$ cat config.mk
export PLATFORM = sky130hd
export DESIGN_NAME = id_operand_stage_flat
export DESIGN_NICKNAME = d
export VERILOG_FILES = /design/src/rtl/cpu_defs_pkg.sv /design/src/rtl/id_operand_stage_if.sv /design/src/rtl/id_inst_buffer.sv /design/src/rtl/id_operand_stage.sv /design/src/flat_wrapper.sv
export SDC_FILE = /design/constraint.sdc
export NUM_CORES = 1
export LEC_CHECK = 0
export BUFFER_PORTS_ARGS = -buffer_cell sky130_fd_sc_hd__buf_2
export CORE_ASPECT_RATIO = 0.6
export CORE_MARGIN = 10
export CORE_UTILIZATION = 39
export CTS_CLUSTER_DIAMETER = 30
export DETAILED_ROUTE_END_ITERATION = 7
export PLACE_DENSITY = 0.72
export SLEW_MARGIN = 10
export SYNTH_ARGS = -nofsm -noshare
export SYNTH_HDL_FRONTEND = slang
export SYNTH_SLANG_ARGS = --single-unit
export TNS_END_PERCENT = 10
$ cat constraint.sdc
create_clock -name clk -period 1.4 [get_ports clk]
set_input_delay 0.28 -clock clk [delete_from_list [all_inputs] [get_ports clk]]
set_output_delay 0.28 -clock clk [all_outputs]
set_load 0.01 [all_outputs]
$ cat src/rtl/cpu_defs_pkg.sv
// Shared CPU definitions: datapath widths, stall vector layout, ID-stage FSM states and the ID/EX bundle.
package cpu_defs_pkg;

  localparam int unsigned DATA_W  = 32;
  localparam int unsigned RADDR_W = 5;
  localparam int unsigned STALL_W = 6;

  localparam logic STOP    = 1'b1;
  localparam logic NO_STOP = 1'b0;

  // Stall vector bit positions, {WB,MEM,EX,ID,IF,PC}
  localparam int unsigned STALL_PC  = 0;
  localparam int unsigned STALL_IF  = 1;
  localparam int unsigned STALL_ID  = 2;
  localparam int unsigned STALL_EX  = 3;
  localparam int unsigned STALL_MEM = 4;
  localparam int unsigned STALL_WB  = 5;

  typedef enum logic [1:0] {
    ST_RUN       = 2'd0,
    ST_LOAD_WAIT = 2'd1,
    ST_HOLD      = 2'd2
  } id_state_e;

  typedef struct packed {
    logic              valid;
    logic [DATA_W-1:0] pc;
    logic [DATA_W-1:0] inst;
    logic [DATA_W-1:0] rs_val;
    logic [DATA_W-1:0] rt_val;
  } id_ex_t;

  // Forwarded data wins over register-file data; $zero always reads as 0.
  function automatic logic [DATA_W-1:0] sel_operand(
    input logic [RADDR_W-1:0] addr,
    input logic               sel_fwd,
    input logic [DATA_W-1:0]  fwd_data,
    input logic [DATA_W-1:0]  rf_data
  );
    if (addr == '0) return '0;
    return sel_fwd ? fwd_data : rf_data;
  endfunction

endpackage

$ cat src/rtl/id_operand_stage_if.sv
// Bus between the ID operand stage and its surroundings (stall control, regfile, forwarding, ID/EX consumers).
interface id_operand_stage_if;
  import cpu_defs_pkg::*;

  logic [STALL_W-1:0] stall;
  logic               if_valid;
  logic [DATA_W-1:0]  if_pc;
  logic [DATA_W-1:0]  inst_sram_rdata;
  logic [DATA_W-1:0]  rs_rdata;
  logic [DATA_W-1:0]  rt_rdata;
  logic               sel_rs_forward;
  logic               sel_rt_forward;
  logic [DATA_W-1:0]  rs_forward_data;
  logic [DATA_W-1:0]  rt_forward_data;
  logic               ex_is_load;
  logic [RADDR_W-1:0] ex_waddr;

  logic [RADDR_W-1:0] rs_raddr;
  logic [RADDR_W-1:0] rt_raddr;
  logic               stallreq_id;
  logic               id_ex_valid;
  logic [DATA_W-1:0]  id_ex_pc;
  logic [DATA_W-1:0]  id_ex_inst;
  logic [DATA_W-1:0]  id_ex_rs_val;
  logic [DATA_W-1:0]  id_ex_rt_val;

  modport master (
    output stall, if_valid, if_pc, inst_sram_rdata, rs_rdata, rt_rdata,
           sel_rs_forward, sel_rt_forward, rs_forward_data, rt_forward_data,
           ex_is_load, ex_waddr,
    input  rs_raddr, rt_raddr, stallreq_id, id_ex_valid, id_ex_pc, id_ex_inst,
           id_ex_rs_val, id_ex_rt_val
  );

  modport slave (
    input  stall, if_valid, if_pc, inst_sram_rdata, rs_rdata, rt_rdata,
           sel_rs_forward, sel_rt_forward, rs_forward_data, rt_forward_data,
           ex_is_load, ex_waddr,
    output rs_raddr, rt_raddr, stallreq_id, id_ex_valid, id_ex_pc, id_ex_inst,
           id_ex_rs_val, id_ex_rt_val
  );

endinterface

$ cat src/rtl/id_inst_buffer.sv
// Holds the instruction word across ID stalls; the SRAM word is only valid in the first ID cycle.
module id_inst_buffer
  import cpu_defs_pkg::*;
(
  input  logic              clk,
  input  logic              rst,
  input  logic              stall_id,
  input  logic [DATA_W-1:0] inst_sram_rdata,
  output logic              buf_valid,
  output logic [DATA_W-1:0] cur_inst_c
);

  logic [DATA_W-1:0] inst_buf;

  // Capture on the first stalled edge, drop the copy as soon as ID moves again.
  always_ff @(posedge clk) begin
    if (rst) begin
      inst_buf  <= '0;
      buf_valid <= 1'b0;
    end else if (!stall_id) begin
      buf_valid <= 1'b0;
    end else if (!buf_valid) begin
      inst_buf  <= inst_sram_rdata;
      buf_valid <= 1'b1;
    end
  end

  assign cur_inst_c = buf_valid ? inst_buf : inst_sram_rdata;

endmodule

$ cat src/rtl/id_operand_stage.sv
// ID operand stage: instruction hold, operand merge, load-use stall request and ID/EX register.
// Optional build macro LOAD_USE_STALL_EN enables load-use detection and the LOAD_WAIT state.
module id_operand_stage
  import cpu_defs_pkg::*;
(
  input logic              clk,
  input logic              rst,
  id_operand_stage_if.slave bus
);

  logic              stall_id;
  logic              stall_ex;
  logic              buf_valid;
  logic [DATA_W-1:0] cur_inst;
  logic              load_use_hit;
  logic              stallreq_c;
  id_state_e         state;
  id_state_e         state_nxt;
  id_ex_t            id_ex_q;
  id_ex_t            id_ex_d;

  assign stall_id = (bus.stall[STALL_ID] == STOP);
  assign stall_ex = (bus.stall[STALL_EX] == STOP);

  id_inst_buffer u_buf (
    .clk             (clk),
    .rst             (rst),
    .stall_id        (stall_id),
    .inst_sram_rdata (bus.inst_sram_rdata),
    .buf_valid       (buf_valid),
    .cur_inst_c      (cur_inst)
  );

  assign bus.rs_raddr = cur_inst[25:21];
  assign bus.rt_raddr = cur_inst[20:16];

  // Both fields compared regardless of format: over-stalling is harmless, under-stalling is not.
`ifdef LOAD_USE_STALL_EN
  assign load_use_hit = bus.if_valid && bus.ex_is_load && (bus.ex_waddr != '0) &&
                        ((bus.rs_raddr == bus.ex_waddr) || (bus.rt_raddr == bus.ex_waddr));
`else
  assign load_use_hit = 1'b0;
`endif

  always_ff @(posedge clk) begin
    if (rst) state <= ST_RUN;
    else     state <= state_nxt;
  end

  always_comb begin
    state_nxt  = state;
    stallreq_c = 1'b0;
    case (state)
      ST_RUN: begin
        if (load_use_hit) begin
          stallreq_c = 1'b1;
          state_nxt  = ST_LOAD_WAIT;
        end else if (stall_id) begin
          state_nxt = ST_HOLD;
        end
      end
      ST_LOAD_WAIT: state_nxt = stall_id ? ST_HOLD : ST_RUN;
      ST_HOLD:      if (!stall_id) state_nxt = ST_RUN;
      default:      state_nxt = ST_RUN;
    endcase
  end

  assign bus.stallreq_id = stallreq_c;

  always_comb begin
    id_ex_d.valid  = bus.if_valid;
    id_ex_d.pc     = bus.if_pc;
    id_ex_d.inst   = cur_inst;
    id_ex_d.rs_val = sel_operand(bus.rs_raddr, bus.sel_rs_forward, bus.rs_forward_data, bus.rs_rdata);
    id_ex_d.rt_val = sel_operand(bus.rt_raddr, bus.sel_rt_forward, bus.rt_forward_data, bus.rt_rdata);
  end

  // ID stalled with EX free inserts a bubble; both stalled holds the slot.
  always_ff @(posedge clk) begin
    if (rst)                      id_ex_q <= '0;
    else if (stall_id && !stall_ex) id_ex_q <= '0;
    else if (!stall_id)           id_ex_q <= id_ex_d;
  end

  assign bus.id_ex_valid  = id_ex_q.valid;
  assign bus.id_ex_pc     = id_ex_q.pc;
  assign bus.id_ex_inst   = id_ex_q.inst;
  assign bus.id_ex_rs_val = id_ex_q.rs_val;
  assign bus.id_ex_rt_val = id_ex_q.rt_val;

endmodule

$ cat src/flat_wrapper.sv
// flat-port wrapper written by rule: the top's interface ports become plain ports
module id_operand_stage_flat import cpu_defs_pkg::*;
  (clk, rst, bus_stall, bus_if_valid, bus_if_pc, bus_inst_sram_rdata, bus_rs_rdata, bus_rt_rdata, bus_sel_rs_forward, bus_sel_rt_forward, bus_rs_forward_data, bus_rt_forward_data, bus_ex_is_load, bus_ex_waddr, bus_rs_raddr, bus_rt_raddr, bus_stallreq_id, bus_id_ex_valid, bus_id_ex_pc, bus_id_ex_inst, bus_id_ex_rs_val, bus_id_ex_rt_val);
  id_operand_stage_if bus_i ();
  input logic clk;
  input logic rst;
  input wire logic [$bits(bus_i.stall)-1:0] bus_stall;
  input wire logic [$bits(bus_i.if_valid)-1:0] bus_if_valid;
  input wire logic [$bits(bus_i.if_pc)-1:0] bus_if_pc;
  input wire logic [$bits(bus_i.inst_sram_rdata)-1:0] bus_inst_sram_rdata;
  input wire logic [$bits(bus_i.rs_rdata)-1:0] bus_rs_rdata;
  input wire logic [$bits(bus_i.rt_rdata)-1:0] bus_rt_rdata;
  input wire logic [$bits(bus_i.sel_rs_forward)-1:0] bus_sel_rs_forward;
  input wire logic [$bits(bus_i.sel_rt_forward)-1:0] bus_sel_rt_forward;
  input wire logic [$bits(bus_i.rs_forward_data)-1:0] bus_rs_forward_data;
  input wire logic [$bits(bus_i.rt_forward_data)-1:0] bus_rt_forward_data;
  input wire logic [$bits(bus_i.ex_is_load)-1:0] bus_ex_is_load;
  input wire logic [$bits(bus_i.ex_waddr)-1:0] bus_ex_waddr;
  output wire logic [$bits(bus_i.rs_raddr)-1:0] bus_rs_raddr;
  output wire logic [$bits(bus_i.rt_raddr)-1:0] bus_rt_raddr;
  output wire logic [$bits(bus_i.stallreq_id)-1:0] bus_stallreq_id;
  output wire logic [$bits(bus_i.id_ex_valid)-1:0] bus_id_ex_valid;
  output wire logic [$bits(bus_i.id_ex_pc)-1:0] bus_id_ex_pc;
  output wire logic [$bits(bus_i.id_ex_inst)-1:0] bus_id_ex_inst;
  output wire logic [$bits(bus_i.id_ex_rs_val)-1:0] bus_id_ex_rs_val;
  output wire logic [$bits(bus_i.id_ex_rt_val)-1:0] bus_id_ex_rt_val;
  assign bus_i.stall = bus_stall;
  assign bus_i.if_valid = bus_if_valid;
  assign bus_i.if_pc = bus_if_pc;
  assign bus_i.inst_sram_rdata = bus_inst_sram_rdata;
  assign bus_i.rs_rdata = bus_rs_rdata;
  assign bus_i.rt_rdata = bus_rt_rdata;
  assign bus_i.sel_rs_forward = bus_sel_rs_forward;
  assign bus_i.sel_rt_forward = bus_sel_rt_forward;
  assign bus_i.rs_forward_data = bus_rs_forward_data;
  assign bus_i.rt_forward_data = bus_rt_forward_data;
  assign bus_i.ex_is_load = bus_ex_is_load;
  assign bus_i.ex_waddr = bus_ex_waddr;
  assign bus_rs_raddr = bus_i.rs_raddr;
  assign bus_rt_raddr = bus_i.rt_raddr;
  assign bus_stallreq_id = bus_i.stallreq_id;
  assign bus_id_ex_valid = bus_i.id_ex_valid;
  assign bus_id_ex_pc = bus_i.id_ex_pc;
  assign bus_id_ex_inst = bus_i.id_ex_inst;
  assign bus_id_ex_rs_val = bus_i.id_ex_rs_val;
  assign bus_id_ex_rt_val = bus_i.id_ex_rt_val;
  id_operand_stage u_core (.clk(clk), .rst(rst), .bus(bus_i));
endmodule
==> impl_results.md, run 1 <==
* Status: finished, violations left
* Violated checks: setup timing
* Die H at 121 um
* WP depth at 3
* Post-layout minimum cycle time at 1.71 ns
* Initial drt markers at 274
* Final wirelength at 22500 um
* Full die area at 22900 um^2
* Critical path startpoint: u_core.u_buf.buf_valid
* Residual DRC at 0
* Layout Skew at 0.0144 ns
* Maxcap violations at 0
* Area Growth Syn to Fin at 44.9%
* Total Routing Usage GR at 0.184
* Largest net degree at the start of global routing at 48
* Final setup margin at -0.309 ns
* Htree depth at 4
* Register-to-register setup slack at -0.16 ns
* Main synth FF type: dfxtp_1
* Mapped Area at 6680 um^2
* Root Driver: clkbuf_16
* # setup viols final at 66
* Async SR Flop Fraction at 0
* EDFF count, synth at 0
* Worst R2R Start: u_core.u_buf.buf_valid
* Crit-path cells: buf_12 > mux2_4 > buf_6
* Post-DP HPWL at 17500 um
* Max incr delay on CP at 0.43 ns
* Synth top area share at 0.485
* Final period util at 1.22
* CTS tree: built
* Post-synth cell types at 28
* Hold Startpoint: bus_if_pc[4]
* Seq/Total Area, Yosys at 0.485
* Width of the chip at 189 um
* Slowest cell on crit path: dfxtp_4
* Fraction of layout cells with a size suffix above 1 at 0.467
* Endpoints failing hold at 0
* CP Capture Point: bus_rt_raddr[4]
* Core area at 16500 um^2
* Hold_ws at 0.0906 ns
* Cts bufs inserted at 17
* IO Port Bufs at 337
* Max clock buf depth at 2
* Nets@finish at 1227
* Buf/Inv on CP at 2
* Total grt overflow at 0
* P per Cell Area at 1160 nW/um^2
* Maximum operating frequency at 585 MHz
* TritonCTS Sinks at 162
* DR vias at 6033
* Std cell rows at 36
* Number of global-route vias before repair at 6014
* Cells after Synth at 683
* Synth Register Bits at 162
* WP data arrival at 1.43 ns
* RSZ-0062 raised after global routing: yes
* Pins Over Slew Limit at 0
* Worst R2R Path Depth at 7
* Dpl cells at 1213
* Hold Path Stages at 3
* Drt wl/cell at 17.9 um
* Synthesized area per cell at 9.78 um^2
* Synth area leader: dfxtp_1
* Peak supply drop at 0.807 mV
* Gp weighted congestion at 0.772
* Via-per-instance ratio at 4.79
* Syn_nets at 892
* Global-route wire length before repair at 33900 um
* Worst skew pair latency at 0.41 ns
* Crit-path max FO at 6
* Top-count cell post-synth: dfxtp_1
* Leak at 4.89 nW
* Routed Antenna Nets at 0
* Post-Layout Cell Count at 1260
* Yosys warns at 0
* HP Class: input port to flop
* WS Path Type: flop to output pin
* Post-synth top cells: dfxtp_1 (162), mux2i_1 (139), nand2_1 (108)
* Crit end category: output pin
* Req. time, crit path at 1.12 ns
* Startpoint type of the worst setup path: flop
* Worst-path clk slew at 0.08 ns
* DRT Pass-1 Iters at 4
* Starting Density at 0.404
* IO Count at 349
* Largest cells by area after synthesis: dfxtp_1 (49%), mux2i_1 (21%), nand2_1 (6.1%), mux2_2 (5.4%), nor2_1 (4.3%)
* Antenna violations before repair at 1
* Cell family with most CP delay: flip-flops
* Reg2reg end: u_core.bus.id_ex_inst[2]
## cells in the final DEF, fill, tap and decap left out, types with 2 or more instances in the layout
master	instances
buf_6	18
o31ai_2	19
nand2_1	108
nor2_1	77
mux2i_1	139
inv_8	5
clkinv_2	2
clkbuf_16	17
dfxtp_1	161
inv_6	5
a21oi_1	15
buf_4	22
o21ai_2	2
mux2_4	21
o21ai_1	30
o31ai_1	13
a21oi_2	7
buf_12	10
mux2_2	11
inv_1	2
buf_2	327
## worst min-delay path by stage
stage                                       end  slack, ns
global placement     u_core.bus.id_ex_rt_val[0]       0.43
detailed placement  u_core.bus.id_ex_rt_val[31]       0.43
CTS                      u_core.bus.id_ex_pc[4]       0.08
floorplan              u_core.u_buf.inst_buf[0]       0.42
finish                   u_core.bus.id_ex_pc[4]       0.09
global route            u_core.bus.id_ex_pc[22]       0.08
## cell type report
cell class | count | area [um^2]
clock buffers | 17 | 425
fillers | 1459 | 6850
multi-input cells | 456 | 3320
inverters | 2 | 7.51
repair buffers | 379 | 2250
flip-flops and latches | 162 | 3250
well taps | 228 | 285
diodes | 1 | 2.50
clock inverters | 15 | 143
## power by group
group          switching, W  total [W]  internal [W]
Clock               0.00211    0.00449       0.00237
Combinational      0.000879    0.00179      0.000909
Sequential         0.000138    0.00500       0.00487
## state kept, by name, summed over array words and instances (netlist names)
signal,cells
u_core.bus.id_ex_pc,32
u_core.bus.id_ex_valid,1
u_core.bus.id_ex_inst,32
u_core.u_buf.inst_buf,32
u_core.u_buf.buf_valid,1
u_core.bus.id_ex_rt_val,32
u_core.bus.id_ex_rs_val,32
## tightest hold or removal path, stage by stage
cell,delay (ns)
buf_2,0.07
mux2i_1,0.05
nor2_1,0.07
## routing by layer
| layer | wire [um] | track usage | up-vias |
|---|---|---|---|
| met1 | 9260 | 0.214 | 2822 |
| met3 | 2240 | 0.0890 | 10 |
| met5 | 0 | 0 | - |
| li1 | - | - | 3000 |
| met4 | 143 | 0.0316 | 0 |
| met2 | 10900 | 0.307 | 201 |
## logic make-up (layout without fill, tap and decap cells)
group / count (synthesis) / in the layout / share of synthesized area
simple gates: 195 / 195 / 0.116
compound gates: 89 / 89 / 0.0811
flops: 162 / 162 / 0.485
buf+inv: 65 / 413 / 0.0547
mux: 171 / 171 / 0.262
other cells: 1 / 2 / 0.000561
## metrics by stage
stage	cell area [um^2]	TNS, ns	util	setup slack [ns]	power, W
after floorplan	6690	0	-	0.00294	0.00597
after global placement	8640	-4.84	0.523	-0.153	0.00669
after detailed placement	8640	-5.35	0.523	-0.171	0.00673
after CTS	9510	-7.29	0.575	-0.329	0.0113
after global routing	9680	-10.63	0.586	-0.356	0.0118
final	9680	-7.84	0.586	-0.309	0.0113
## timing repair
item / in CTS / in global routing
setup buffers: 12 / 1
hold buffers: 0 / 0
gates resized for setup: 44 / 39
setup endpoints to repair: 28 / 95
hold endpoints to repair: 0 / 0
pin swaps: 18 / 2
cloned: 1 / 0
Power figures use the tool's default switching activity.
==> run 2: changes to the inputs <==
RECOVER_POWER = 25   (was not set)
==> impl_results.md, run 2 (synthesis results as in run 1) <==
* Layout Skew at 0.0144 ns
* Number of global-route vias before repair at 6014
* Multi-input logic area at 3320 um^2
* WHS Endpoint: u_core.bus.id_ex_pc[4]
* Hold Path Stages at 3
* Startpoint type of the worst setup path: flop
* Slowest cell on crit path: dfxtp_4
* Worst R2R Start: u_core.u_buf.buf_valid
* Buf/Inv on CP at 2
* Area Growth Syn to Fin at 44.3%
* Peak supply drop at 0.807 mV
* Violated checks: setup timing
* Req. time, crit path at 1.12 ns
* Drt wl/cell at 17.9 um
* Commonest non-fill, non-tap cells in the layout: buf_2 (314), dfxtp_1 (161), mux2i_1 (139)
* Dpl cells at 1213
* Reg2reg end: u_core.bus.id_ex_inst[2]
* Routed Antenna Nets at 0
* Cts bufs inserted at 17
* Most common cell after layout, fill and taps aside: buf_2
* Global-route wire length before repair at 33900 um
* Gp weighted congestion at 0.772
* Final setup margin at -0.309 ns
* DR vias at 6039
* Final wirelength at 22500 um
* Core area at 16500 um^2
* Worst skew pair latency at 0.41 ns
* Htree depth at 4
* Crit-path cells: buf_12 > mux2_4 > buf_6
* Starting Density at 0.404
* Design area at 9640 um^2
* Full die area at 22900 um^2
* Total grt overflow at 0
* Total Routing Usage GR at 0.184
* Worst slew margin at 0.523
* Via-per-instance ratio at 4.79
* HP Class: input port to flop
* Max incr delay on CP at 0.43 ns
* Post-layout minimum cycle time at 1.71 ns
* Worst-Margin Slew at 0.715 ns
* Pins Over Slew Limit at 0
* P per Cell Area at 1170 nW/um^2
* Placed instance area at 8640 um^2
* Max clock buf depth at 2
* Largest net degree at the start of global routing at 48
* DRT Pass-1 Iters at 4
* Cell family with most CP delay: flip-flops
* Worst R2R Path Depth at 7
* CTS tree: built
* Final period util at 1.22
* Tot Pwr at 0.0113 W
* Crit end category: output pin
* WS Path Type: flop to output pin
* Width of the chip at 189 um
* Root Driver: clkbuf_16
* Post-Layout Cell Count at 1260
* IO Port Bufs at 337
* TritonCTS Sinks at 162
* IO Count at 349
* Hold_ws at 0.0906 ns
* Number of fill cells at 1473
* Die H at 121 um
* Maximum operating frequency at 585 MHz
* Residual DRC at 0
* Sequential Area at 3250 um^2
* Maxcap violations at 0
* Register-to-register setup slack at -0.18 ns
* RSZ-0062 raised after global routing: yes
* Endpoints failing hold at 0
* Nets@finish at 1227
* Status: finished, violations left
* Antenna violations before repair at 1
* # setup viols final at 66
* WP data arrival at 1.43 ns
* Hold Startpoint: bus_if_pc[4]
* Std cell rows at 36
* Worst-path clk slew at 0.08 ns
* Fraction of layout cells with a size suffix above 1 at 0.452
* Post-DP HPWL at 17500 um
* Initial drt markers at 279
* Crit-path max FO at 6
* Leak at 4.82 nW
==> run 2: changes by cell type in the layout (fill, tap and decap cells not counted), sizes merged <==
cell and change:
buf -18, clkbuf +18
==> run 2: metrics by stage <==
step	utilization	TNS [ns]	worst slack, ns
after floorplan	-	0	0.00294
after global placement	0.523	-4.84	-0.153
after detailed placement	0.523	-5.35	-0.171
after CTS	0.575	-7.29	-0.329
after global routing	0.583	-11.04	-0.356
final	0.583	-8.21	-0.309
==> run 2: worst max-delay path by stage <==
stage	from	endpoint	slack, ns	cells after the start
after floorplan	u_core.u_buf.buf_valid	bus_rs_raddr[2]	0.003	4
after global placement	bus_inst_sram_rdata[18]	u_core.bus.id_ex_rt_val[17]	-0.15	5
after detailed placement	bus_inst_sram_rdata[18]	u_core.bus.id_ex_rt_val[9]	-0.17	5
after CTS	u_core.u_buf.buf_valid	bus_rs_raddr[4]	-0.33	3
after global routing	u_core.u_buf.buf_valid	bus_rt_raddr[4]	-0.36	3
final	u_core.u_buf.buf_valid	bus_rt_raddr[4]	-0.31	3
==> run 2: metal layers <==
metal,GRT usage,up-vias,share of wire
met1,0.214,2823,0.41
met2,0.307,207,0.48
met4,0.0316,0,0.0063
li1,-,2999,-
met5,0,-,0
met3,0.0890,10,0.10
==> run 2: report_power, final <==
| group | internal [W] | switching, W |
|---|---|---|
| clock network | 0.00237 | 0.00212 |
| registers | 0.00487 | 0.000138 |
| logic | 0.000896 | 0.000879 |
| total | 0.00814 | 0.00313 |
==> run 2: layout make-up <==
type	count	area share
multi-input cells	456	0.345
repair buffers	379	0.229
diodes	1	0.000260
inverters	2	0.000779
flip-flops and latches	162	0.337
clock inverters	15	0.0148
well taps	228	0.0296
clock buffers	17	0.0441
==> run 2: repair_timing <==
item                                   in CTS  in global routing
setup endpoints to repair                  28                 95
buffers inserted                           12                  1
gates cloned                                1                  0
gates resized for setup                    44                 39
pin swaps                                  18                  2
endpoints found under the hold margin       0                  0
hold buffers                                0                  0
==> run 2: worst reg2reg max path: stages, from the launching register on <==
cell     delay (ns)
dfxtp_4        0.43
buf_16         0.13
buf_8          0.11
buf_6          0.12
buf_4          0.13
mux2_2         0.33
mux2i_1        0.14
nor2_1         0.05
